===== config.mk =====
export PLATFORM = sky130hd
export DESIGN_NAME = byte_dump_sequencer
export DESIGN_NICKNAME = d
export VERILOG_FILES = /design/src/rtl/byte_dump_pkg.sv /design/src/rtl/byte_dump_sequencer.sv
export SDC_FILE = /design/constraint.sdc
export NUM_CORES = 1
export LEC_CHECK = 0
export ABC_AREA = 1
export BUFFER_PORTS_ARGS = -buffer_cell sky130_fd_sc_hd__buf_2
export CORE_UTILIZATION = 47
export CTS_CLUSTER_DIAMETER = 40
export DETAILED_ROUTE_END_ITERATION = 12
export MAX_ROUTING_LAYER = met4
export PLACE_DENSITY = 0.75
export SKIP_CTS_REPAIR_TIMING = 1
export SKIP_LAST_GASP = 1
export SLEW_MARGIN = 20
export SYNTH_ARGS = -nofsm -noshare
export SYNTH_HDL_FRONTEND = slang
export SYNTH_SLANG_ARGS = --single-unit

===== constraint.sdc =====
create_clock -name clk -period 1.4 [get_ports clk]
set_clock_uncertainty 0.1 [all_clocks]
set_input_delay 0.14 -clock clk [delete_from_list [all_inputs] [get_ports clk]]
set_output_delay 0.14 -clock clk [all_outputs]
set_load 0.01 [all_outputs]

===== src/rtl/byte_dump_pkg.sv =====
// Shared types for the byte dump sequencer: FSM state encoding.
package byte_dump_pkg;

  typedef enum logic [2:0] {
    ST_IDLE,
    ST_FETCH,
    ST_LOAD,
    ST_SEND,
    ST_DONE
  } state_e;

endpackage


===== src/rtl/byte_dump_sequencer.sv =====
// Walks the whole byte address space once per start request and streams each
// byte out over a valid/ready handshake, pulsing done_out after the last byte.
module byte_dump_sequencer
  import byte_dump_pkg::*;
#(
  parameter int BYTE_ADDR_WIDTH = 6
) (
  input  logic                       clk,
  input  logic                       rst_n,
  input  logic                       start_in,
  input  logic                       abort_in,
  output logic [BYTE_ADDR_WIDTH-1:0] byte_addr_out,
  input  logic [7:0]                 byte_data_in,
  output logic [7:0]                 tx_data_out,
  output logic                       tx_valid_out,
  input  logic                       tx_ready_in,
  output logic                       busy_out,
  output logic                       done_out
);

  localparam logic [BYTE_ADDR_WIDTH-1:0] LAST_ADDR = '1;

  state_e                     state_q, state_d;
  logic [BYTE_ADDR_WIDTH-1:0] addr_q, addr_d;
  logic [7:0]                 tx_data_q, tx_data_d;
  logic                       tx_valid_q, tx_valid_d;

  always_ff @(posedge clk or negedge rst_n) begin
    if (!rst_n) begin
      state_q    <= ST_IDLE;
      addr_q     <= '0;
      tx_data_q  <= '0;
      tx_valid_q <= 1'b0;
    end else begin
      state_q    <= state_d;
      addr_q     <= addr_d;
      tx_data_q  <= tx_data_d;
      tx_valid_q <= tx_valid_d;
    end
  end

  always_comb begin
    state_d    = state_q;
    addr_d     = addr_q;
    tx_data_d  = tx_data_q;
    tx_valid_d = tx_valid_q;

    unique case (state_q)
      ST_IDLE: begin
        if (start_in && !abort_in) begin
          addr_d  = '0;
          state_d = ST_FETCH;
        end
      end
      // Memory registers the word at the end of FETCH; the selected byte is
      // stable throughout LOAD.
      ST_FETCH: state_d = ST_LOAD;
      ST_LOAD: begin
        tx_data_d  = byte_data_in;
        tx_valid_d = 1'b1;
        state_d    = ST_SEND;
      end
      ST_SEND: begin
        if (tx_valid_q && tx_ready_in) begin
          tx_valid_d = 1'b0;
          if (addr_q == LAST_ADDR) begin
            state_d = ST_DONE;
          end else begin
            addr_d  = addr_q + BYTE_ADDR_WIDTH'(1);
            state_d = ST_FETCH;
          end
        end
      end
      ST_DONE: state_d = ST_IDLE;
      default: state_d = ST_IDLE;
    endcase

    // Abort overrides everything, including a transfer on the same edge: the
    // byte is treated as not sent, so the address is left where it was.
    if (abort_in && (state_q != ST_IDLE)) begin
      state_d    = ST_IDLE;
      addr_d     = addr_q;
      tx_data_d  = tx_data_q;
      tx_valid_d = 1'b0;
    end
  end

  assign byte_addr_out = addr_q;
  assign tx_data_out   = tx_data_q;
  assign tx_valid_out  = tx_valid_q;
  assign busy_out      = (state_q != ST_IDLE);
  assign done_out      = (state_q == ST_DONE);

endmodule

==> Word-level counts from Yosys, hierarchy flattened <==
Index checks and enable logic that the tools add are counted.
{ "totals": {"reg_bits": 18, "latchBits": 0, "ram_bits": 0, "rom_bits": 0, "input_bits": 13, "output_inout_bits": 17, "wordCells": 40, "memories": 0} }
{ "classes": {"n_addsub": 1, "multipliers": 0, "div": 0, "magnitude_cmp": 0, "n_eq_ne": 10, "shift": 0, "mux": 12, "bitwise_logic": 1, "n_reduce_logical": 12} }
{ "op_table": {"columns": ["operator", "count"], "rows": [
  ["2-to-1 mux 6 bit", 3],
  ["2-to-1 mux 3 bit", 4],
  ["case mux 3 bit (4 select lines)", 1],
  ["case mux 6 bit (2 select lines)", 1],
  ["adder 6 x 1 -> 6 bit, second input constant", 1],
  ["== test 3 x 2 -> 1 bit, second input constant", 2],
  ["== test 6 bit, second input constant", 1],
  ["inequality test 2 bit, second input constant", 3],
  ["inequality test 3 bit, second input constant", 2],
  ["AND reduction 2 bit", 3],
  ["nonzero test 3 bit", 2],
  ["AND reduction 5 bit", 1],
  ["== test 3 x 1 -> 1 bit, second input constant", 1],
  ["== test 3 bit, second input constant", 1],
  ["logical AND 1 bit", 3],
  ["zero test 3 bit", 1],
  ["2-to-1 mux 1 bit", 2],
  ["case mux 1 bit (2 select lines)", 1],
  ["nonzero test 2 bit", 1],
  ["zero test 1 bit", 1],
  ["NOT 1 bit", 1]
]} }

==> Longest topological paths before layout <==
Gate-level depths: netlist of run 1.
{ "depth": {"ltp_word": 5, "mapped_depth": 8, "mapped_depth_nobuf": 8} }

==> Worst setup path after synthesis of run 1 <==
Ideal clock, no wire load.
{ "synth_timing": {"path_type": "register to register", "start": "register addr_q[0] (netlist: byte_addr_out[0])", "end": "register addr_q[1] (netlist: byte_addr_out[1])", "setup_ps": 65, "t_arrival_ps": 1252, "t_required_ps": 1235, "path_slack_ps": -17, "path_stages_with_launch": 8, "path_buffers": 0, "period_less_slack_ps": 1417, "cell_sequence": "dfrtp_1 ha_1 nand3_1 nor2_1 nand2_2 nand2_4 nand2_1 nand2_1"} }
{ "synth_via": {"elab_chain_len": 4, "elab_cells_between_ends": 7, "cone_classes": "add/sub: 1; eq/ne: 2; mux: 3; reduce/logical: 1"} }
{ "synth_rtl": {"columns": ["item", "line", "text"], "rows": [
  ["start: declaration", "byte_dump_sequencer.sv:24", "logic [BYTE_ADDR_WIDTH-1:0] addr_q, addr_d;"],
  ["start signal: assignment", "byte_dump_sequencer.sv:36", "addr_q <= addr_d;"],
  ["adder 6 x 1 -> 6 bit", "byte_dump_sequencer.sv:69", "addr_d = addr_q + BYTE_ADDR_WIDTH'(1);"],
  ["2-to-1 mux 6 bit", "byte_dump_sequencer.sv:66", "if (addr_q == LAST_ADDR) begin"],
  ["2-to-1 mux 6 bit", "byte_dump_sequencer.sv:64", "if (tx_valid_q && tx_ready_in) begin"],
  ["case mux 6 bit (2 select lines)", "byte_dump_sequencer.sv:48", "unique case (state_q)"]
]} }
Parallel ways exist; a longest one is shown, timed or not. The select of a mux whose other input is x is not followed.
A chain may end at the register's enable or synchronous reset.

==> Worst setup path after layout of run 1 <==
{ "layout_timing": {"start": "register state_q[0]", "end": "register addr_q[2] (netlist: byte_addr_out[2])"} }
{ "layout_via": {"elab_chain_len": 4, "elab_cells_between_ends": 11, "cone_classes": "eq/ne: 4; mux: 1; bitwise: 1; reduce/logical: 5"} }
{ "layout_rtl": {"columns": ["item", "line", "text"], "rows": [
  ["start: declaration", "byte_dump_sequencer.sv:23", "state_e state_q, state_d;"],
  ["start signal: assignment", "byte_dump_sequencer.sv:35", "state_q <= state_d;"],
  ["parallel branches: the longest is 4 deep, another holds AND reduction 5 bit", null, null]
]} }
Several ways; the timed one is not identified.

==> impl_metrics.ini, run 1 <==
[outcome]
violations = setup timing
outcome = finished with violations

[die]
die_area_um2 = 2170
die_y_um = 46.6
core.rowCount = 15
initial_utilization = 0.519
core_um2 = 1800
die_x_um = 46.6
design.portCount = 30

[power]
combPwrFrac = 0.488
p_clk_frac = 0.148
p_leak_nw = 0.733
intPower_mw = 1.27
seqPwrFrac = 0.364
power_density_nw_per_um2 = 1640
p_switching_mw = 0.928
p_sw_frac = 0.423
peakVddDrop_mv = 1.23

[clocking]
clkTransAtPathRegs_ns = 0.11
ctsLongestPathBuffers = 2
cts_tree = done
clk_latency_ns = 0.29
ctsRootBufferMaster = clkbuf_4
cts.sink_count = 18
cts-htree-levels = 1
cts_buffers = 3

[drt]
detail-route-antenna-nets = 0
first_pass_iters = 4
routed_wl_um = 2250
vias_per_cell = 5.02
drtIter0Drc = 21
wire_per_inst_um = 11.9
drc = 0
routed-via-count = 954

[critical_path]
cp-start-kind = flip-flop
arrival_ns = 1.51
crit_fanout = 7
timing.rr.end = byte_addr_out[2]$_DFFE_PN0P_
r2r_slack_ns = -0.02
worstPathRequired_ns = 1.49
rr_worst_depth = 8
criticalPathCategory = reg2reg
end_kind = flip-flop
crit_start = state_q[0]$_DFFE_PN0P_
r2r-start = state_q[0]$_DFFE_PN0P_

[worst_hold_path]
min-delay-start = tx_ready_in
hold-path-endpoint = tx_valid_out$_DFFE_PN0P_
min_path_cells = 4
min_path_type = in2reg

[timing]
finalMaxSlewViolations = 0
fmax_mhz = 704
setup_violations = 3
hold-worst-slack_ns = 0.0259
period_needed_ns = 1.42
worst_pin_slew_ns = 0.424
slew_headroom = 0.717
setup_ws_ns = -0.0207
finalCritPeriodShare = 1.01
tns_ns = -0.0481
rsz0062_at_grt = yes
hold_viol = 0

[layout]
fin_cells = 190
final_common_cell = nand2_1
fin_util = 0.745
antennaDiodeCount = 0
area_growth_pct = 43.6
drive_above_1_share = 0.376
nets = 180
final_cell_mix = nand2_1 (48), buf_2 (29), dfrtp_1 (14)

[yosys]
netlist_area_um2 = 935
avgSynthCellArea_um2 = 7.99
synth-seq-cells = 18
yosysUniqueCellTypes = 18
ys.warnings.count = 0
synth.area.top_cells = dfrtp_1 (48%), nand2_1 (20%), nand3_1 (7.0%), nor2_1 (3.6%), nand2_4 (3.6%)
yosys.area.top_type_share = 0.482
yosysTopAreaCell = dfrtp_1
synthCells = 117
synth_nets = 131
ys_seq_area_frac = 0.482

[grt]
antenna_found_initial = 0
grt_pass1_vias = 783
grt-ovfl-total = 0
grt_max_degree = 19
grt_first_pass_wirelength_um = 3130
grt.total_usage = 0.208

[flow_run]
drv_cap = 0

[placement]
dp_slack_ns = -0.0304
gp_congestion = 0.931
post-dp-hpwl_um = 1480
io_buffers = 29
dp.cells = 177
==> power groups by stage <==
stage	registers [mW]	clock network (mW)	logic, mW
after floorplan	0.868	0	0.525
after global placement	0.791	0	0.919
after detailed placement	0.794	0	0.942
after CTS	0.787	0.322	0.948
after global routing	0.824	0.346	1.18
final	0.799	0.325	1.07
==> worst max-delay path by stage <==
stage,to,slack [ns],cells past startpoint
3_3_place_gp,byte_addr_out[5]$_DFFE_PN0P_,0.005,8
6_report,byte_addr_out[2]$_DFFE_PN0P_,-0.02,8
4_1_cts,byte_addr_out[5]$_DFFE_PN0P_,-0.06,8
2_1_floorplan,byte_addr_out[1]$_DFFE_PN0P_,0.02,7
5_1_grt,byte_addr_out[0]$_DFFE_PN0P_,-0.1,8
3_5_place_dp,byte_addr_out[2]$_DFFE_PN0P_,-0.03,8
==> metal layers <==
| metal | global-route usage | share of wire | vias up |
|---|---|---|---|
| li1 | - | - | 465 |
| met1 | 0.254 | 0.43 | 450 |
| met2 | 0.339 | 0.52 | 35 |
| met3 | 0.0275 | 0.044 | 4 |
| met4 | 0.0941 | 0.0027 | 0 |
| met5 | - | 0 | - |
==> cell usage after synthesis (all sizes together) <==
master  count
inv         6
xor2        2
o21ai       1
nand3      13
nor3        1
nand4       2
ha          1
nand2      58
xnor2       1
dfrtp      18
nor2       13
a21boi      1
==> cell type report <==
cell class,count,area [µm²]
timing repair buffer,44,280
multi-input combinational,93,517
fill,141,459
inverter,6,22.5
tap,25,31.3
clock buffer,4,36.3
sequential,18,455
==> cell families after synthesis <==
kind of cell,synth area share
AOI/OAI and AO/OA,0.0134
adders and majority gates,0.0134
buffers and inverters,0.0241
xor gates and xnor gates,0.0281
DFF,0.482
and+or+nand+nor,0.439
==> per-stage QoR <==
stage	power [mW]	cell area, µm²
after CTS	2.06	1190
after floorplan	1.39	936
after global routing	2.35	1340
after detailed placement	1.74	1160
after global placement	1.71	1160
final	2.20	1340
==> registers in the layout, summed over array words and instances, names as in the netlist <==
name / flops
byte_addr_out: 6
state_q: 3
tx_data_out: 8
tx_valid_out: 1
==> critical path, cell delays in order (launching register included) <==
cell and delay [ns]:
dfrtp_2 0.46, inv_1 0.16, nand2_4 0.09, nand2_4 0.07, nand2_4 0.06, nor2_8 0.16, nand2_4 0.09, nand2_1 0.06
nand2_1 0.06
Power figures use the tool's default switching activity.
==> run 2: changes to the inputs <==
--- a/config.mk
+++ b/config.mk
@@ -6,12 +6,12 @@
 export NUM_CORES = 1
 export LEC_CHECK = 0
 export ABC_AREA = 1
-export BUFFER_PORTS_ARGS = -buffer_cell sky130_fd_sc_hd__buf_2
 export CORE_UTILIZATION = 47
 export CTS_CLUSTER_DIAMETER = 40
 export DETAILED_ROUTE_END_ITERATION = 12
+export DONT_BUFFER_PORTS = 1
 export MAX_ROUTING_LAYER = met4
-export PLACE_DENSITY = 0.75
+export PLACE_DENSITY = 0.62
 export SKIP_CTS_REPAIR_TIMING = 1
 export SKIP_LAST_GASP = 1
 export SLEW_MARGIN = 20
==> run 2 against run 1 <==
The flow finishes with violations (hold timing, setup timing). Cell count down 10%. Sequential share of layout area is 1.6 points higher. Sequential cell count stayed put. Critical path type unchanged. Largest power group unchanged. Core utilization is 3.3 points lower. Non-clock buffer count is 19 lower. Clock power about the same.
==> impl_metrics.ini, run 2 (same netlist as run 1, synthesis figures left out) <==
[outcome]
outcome = finished with violations
violations = hold timing, setup timing

[power]
power_density_nw_per_um2 = 1650
peakVddDrop_mv = 1.02
intPower_mw = 1.20
p_sw_frac = 0.429
p_clk_frac = 0.153
p_total_mw = 2.11
p_switching_mw = 0.906
seqPwrFrac = 0.419
p_leak_nw = 0.648
combPwrFrac = 0.427

[die]
design.portCount = 30
die_x_um = 46.6
die_area_um2 = 2170
die_y_um = 46.6
core_um2 = 1800
initial_utilization = 0.519
core.rowCount = 15

[critical_path]
criticalPathCategory = reg2reg
cp_cell_sequence = nor2_4 -> nand2_4 -> nand2_4 -> nand2_4 -> nor2_8 -> nand2_4 -> nand2_1 -> nand2_1
crit_family = simple AND/OR/NAND/NOR gates
rr_worst_depth = 8
worstPathRequired_ns = 1.49
max_stage_delay_ns = 0.47
cp-start-kind = flip-flop
crit_fanout = 7
timing.rr.end = byte_addr_out[3]$_DFFE_PN0P_
arrival_ns = 1.52
end_kind = flip-flop
cp_common_cell = nand2_4
r2r_slack_ns = -0.03
r2r-start = state_q[1]$_DFFE_PN0P_
critPathSlowestCell = dfrtp_2
crit_buf_inv = 0

[timing]
slew_headroom = 0.463
finalCritPeriodShare = 1.02
rsz0062_at_grt = yes
setup_ws_ns = -0.0289
tns_ns = -0.135
fmax_mhz = 700
hold-worst-slack_ns = -0.113
period_needed_ns = 1.43
setup_violations = 7
finalMaxSlewViolations = 0
worst_pin_slew_ns = 0.803
hold_viol = 6

[layout]
nFillCells = 144
area_growth_pct = 37.2
largest_reg_flops = 8
fin_cells = 171
final_common_cell = nand2_1
nets = 161
drive_above_1_share = 0.301
antennaDiodeCount = 0
final_cell_mix = nand2_1 (47), dfrtp_1 (14), buf_4 (14)

[clocking]
ctsRootBufferMaster = clkbuf_4
ctsLongestPathBuffers = 2
cts_tree = done
clk_latency_ns = 0.29
clkTransAtPathRegs_ns = 0.11
cts.sink_count = 18
cts-htree-levels = 1
cts_buffers = 3

[placement]
io_buffers = 0
dp.cells = 154
post-dp-hpwl_um = 1430
gp_congestion = 0.895

[grt]
grt_first_pass_wirelength_um = 3150
grt_pass1_vias = 756
grt_max_degree = 19
grt-ovfl-total = 0
grt.total_usage = 0.219
antenna_found_initial = 0

[drt]
vias_per_cell = 5.08
wire_per_inst_um = 12.8
first_pass_iters = 4
detail-route-antenna-nets = 0
routed_wl_um = 2190
drc = 0
routed-via-count = 868
drtIter0Drc = 14

[worst_hold_path]
min-delay-start = abort_in
hold-path-endpoint = tx_data_out[1]$_DFFE_PN0P_
min_path_cells = 3
min_path_type = in2reg

[flow_run]
drv_cap = 0
-- run 2: changes by cell type in the layout (fill, tap and decap cells not counted) --
cell / previous run / this run
inv_2: 2 / 3
buf_2: 29 / 0
ha_2: 0 / 1
dlygate4sd3_1: 9 / 11
buf_4: 6 / 14
nand2_2: 3 / 4
nand2_1: 48 / 47
ha_1: 1 / 0
inv_1: 4 / 3
-- run 2: how the worst max path moves through the flow --
stage | start | to | slack [ns] | cells past startpoint
2_1_floorplan | byte_addr_out[1]$_DFFE_PN0P_ | byte_addr_out[1]$_DFFE_PN0P_ | 0.02 | 7
3_3_place_gp | byte_addr_out[0]$_DFFE_PN0P_ | byte_addr_out[1]$_DFFE_PN0P_ | -0.009 | 7
3_5_place_dp | state_q[2]$_DFFE_PN0P_ | byte_addr_out[1]$_DFFE_PN0P_ | -0.04 | 8
4_1_cts | state_q[2]$_DFFE_PN0P_ | byte_addr_out[1]$_DFFE_PN0P_ | -0.07 | 8
5_1_grt | state_q[1]$_DFFE_PN0P_ | byte_addr_out[1]$_DFFE_PN0P_ | -0.09 | 8
6_report | state_q[1]$_DFFE_PN0P_ | byte_addr_out[3]$_DFFE_PN0P_ | -0.03 | 8
-- run 2: stage by stage --
stage / setup WS, ns / cell area [µm²] / util
detailed placement: -0.0397 / 1060 / 0.587
global route: -0.0904 / 1280 / 0.712
finish: -0.0289 / 1280 / 0.712
floorplan: 0.0229 / 936 / -
global placement: -0.00930 / 1060 / 0.587
CTS: -0.0665 / 1090 / 0.607
-- run 2: metal layers --
metal	GRT usage	up-vias	wire length (µm)
met1	0.288	414	1050
li1	-	427	-
met3	0.0235	2	90
met4	0.129	0	18
met5	-	-	0
met2	0.325	25	1030
-- run 2: power by group through the flow --
stage | combinational [mW] | sequential (mW) | clock [mW]
finish | 0.902 | 0.884 | 0.324
CTS | 0.734 | 0.867 | 0.332
detailed placement | 0.739 | 0.873 | 0
floorplan | 0.525 | 0.868 | 0
global route | 0.995 | 0.911 | 0.349
global placement | 0.718 | 0.871 | 0
-- run 2: layout make-up --
class	count	area [µm²]	share of cell area
Sequential cell	18	455	0.355
Tap cell	25	31.3	0.0244
Clock buffer	4	36.3	0.0283
Multi-Input combinational cell	93	522	0.407
Inverter	6	22.5	0.0176
Timing Repair Buffer	25	215	0.168
-- run 2: worst min-delay path, cell delays in order --
cell and delay (ns):
nor2_4 0.03, nand2_1 0.05, nand2_1 0.04
==> run 3: changes to the inputs <==
--- a/config.mk
+++ b/config.mk
@@ -5,7 +5,6 @@
 export SDC_FILE = /design/constraint.sdc
 export NUM_CORES = 1
 export LEC_CHECK = 0
-export ABC_AREA = 1
 export CORE_UTILIZATION = 47
 export CTS_CLUSTER_DIAMETER = 40
 export DETAILED_ROUTE_END_ITERATION = 12
==> run 3 against run 2 <==
The flow still finishes with violations (hold timing, setup timing). Critical path depth decreased by 2. Total power decreased by 35%. Clock-buffer cell count unchanged. Synthesized area decreased by 0.40%. Cell count decreased by 17%. Highest routed layer unchanged.
==> impl_metrics.ini, run 3 <==
[clocking]
clkTransAtPathRegs_ns = 0.11
ctsLongestPathBuffers = 2
cts.sink_count = 18
ctsRootBufferMaster = clkbuf_4
cts-htree-levels = 1
cts_buffers = 3
clk_latency_ns = 0.30
cts_tree = done

[placement]
post-dp-hpwl_um = 1530
io_buffers = 0
gp_congestion = 0.839
placed_cell_area_um2 = 1140
dp.cells = 125

[critical_path]
arrival_ns = 1.70
max_stage_delay_ns = 0.41
cp-start-kind = flip-flop
crit_buf_inv = 1
critPathSlowestCell = dfrtp_1
crit_family = simple AND/OR/NAND/NOR gates
cp_cell_sequence = ha_2 -> nand3_2 -> o211ai_1 -> buf_4 -> or3_1 -> o211ai_1
criticalPathCategory = reg2reg
crit_fanout = 7
cp_common_cell = o211ai_1
end_kind = flip-flop
worstPathRequired_ns = 1.52

[layout]
fin_cells = 142
drive_above_1_share = 0.487
finalInstanceArea_um2 = 1340
nets = 132
final_common_cell = buf_4
area_growth_pct = 43.8
largest_reg_flops = 8
antennaDiodeCount = 0
nFillCells = 125
final_cell_mix = buf_4 (22), dfrtp_1 (16), dlygate4sd3_1 (10)

[die]
design.portCount = 30
core.rowCount = 15
die_y_um = 46.5
die_x_um = 46.5
initial_utilization = 0.522
die_area_um2 = 2160
core_um2 = 1780

[timing]
setup_ws_ns = -0.176
worst_pin_slew_ns = 0.823
hold-worst-slack_ns = -0.210
tns_ns = -1.51
hold_viol = 4
slew_headroom = 0.449
setup_violations = 16
fmax_mhz = 635
period_needed_ns = 1.58
finalMaxSlewViolations = 0
finalCritPeriodShare = 1.13
rsz0062_at_grt = yes

[yosys]
synth-edff-count = 0
synthArstFlopShare = 1.00
post-synth-top-count-cell = dfrtp_1
synthFlopType = dfrtp_1
netlist_area_um2 = 931
yosysTopAreaCell = dfrtp_1
synth-seq-cells = 18
synthCells = 82
avgSynthCellArea_um2 = 11.4
synth.area.top_cells = dfrtp_1 (48%), mux2_2 (9.7%), nand3_1 (4.3%), nand2_1 (3.2%), buf_6 (2.4%)
yosysUniqueCellTypes = 33
synth_nets = 96
synth_common_cells = dfrtp_1 (18), mux2_2 (8), nand2_1 (8), nand3_1 (8)
ys_seq_area_frac = 0.484
yosys.area.top_type_share = 0.484
ys.warnings.count = 0

[power]
peakVddDrop_mv = 0.907
p_leak_nw = 0.622
power_density_nw_per_um2 = 1020

[grt]
grt.total_usage = 0.225
antenna_found_initial = 0
grt_pass1_vias = 718
grt-ovfl-total = 0
grt_first_pass_wirelength_um = 3240
grt_max_degree = 19

[worst_hold_path]
min_path_type = in2reg

[drt]
routed-via-count = 762
drc = 0
wire_per_inst_um = 15.9
routed_wl_um = 2260
detail-route-antenna-nets = 0
vias_per_cell = 5.37
first_pass_iters = 3
drtIter0Drc = 4

[flow_run]
drv_cap = 0

[outcome]
violations = hold timing, setup timing
outcome = finished with violations
[run 3: area by class of cell]
type                            count  area (µm²)  share of cell area
Tap cell                           25        31.3              0.0234
Multi-Input combinational cell     59         515               0.385
Clock buffer                        4        36.3              0.0271
Sequential cell                    18         453               0.338
Inverter                            1        3.75             0.00280
Timing Repair Buffer               35         299               0.223
[run 3: worst paths after layout]
check | slack (ns) | from | cells past startpoint | end
max in group asynchronous | 0.35 | rst_n | 1 | state_q[0]$_DFFE_PN0P_
hold / removal | -0.21 | abort_in | 1 | state_q[0]$_DFFE_PN0P_
setup / recovery | -0.18 | byte_addr_out[1]$_DFFE_PN0P_ | 6 | byte_addr_out[3]$_DFFE_PN0P_
hold reg to reg | 0.49 | tx_data_out[0]$_DFFE_PN0P_ | 1 | tx_data_out[0]$_DFFE_PN0P_
setup reg to reg | -0.18 | byte_addr_out[1]$_DFFE_PN0P_ | 6 | byte_addr_out[3]$_DFFE_PN0P_
min in group asynchronous | 0.27 | rst_n | 1 | tx_data_out[3]$_DFFE_PN0P_
[run 3: worst reg2reg max path: stages, from the launching register on]
cell and delay, ns:
dfrtp_1 0.41, ha_2 0.20, nand3_2 0.09, o211ai_1 0.08
buf_4 0.17, or3_1 0.35, o211ai_1 0.10
[run 3: per-stage QoR]
stage          hold slack [ns]  total power, mW  worst slack (ns)  utilization
6_report                -0.210             1.37            -0.176        0.751
2_1_floorplan           -0.256            0.926            -0.201            -
4_1_cts                 -0.584             1.33            -0.193        0.660
5_1_grt                 -0.227             1.44            -0.240        0.751
3_3_place_gp            -0.255            0.994            -0.149        0.640
3_5_place_dp            -0.255             1.00            -0.183        0.640
[run 3: cell families after synthesis]
group,after synthesis,share of synthesized area
flip-flops,18,0.484
buffers and inverters,5,0.0390
AO/OA/AOI/OAI,13,0.108
adder cells (fa/ha/maj),1,0.0134
AND/OR/NAND/NOR,35,0.238
multiplexers,10,0.118
[run 3: power breakdown]
| group | internal (mW) | switching (mW) |
|---|---|---|
| clock network | 0.159 | 0.163 |
| logic | 0.212 | 0.116 |
| registers | 0.615 | 0.107 |
[run 3: routing by layer]
metal	share of wire	track usage	vias up
li1	-	-	368
met1	0.43	0.283	369
met2	0.51	0.347	21
met3	0.037	0.0706	4
met4	0.016	0.0529	0
met5	0	-	-
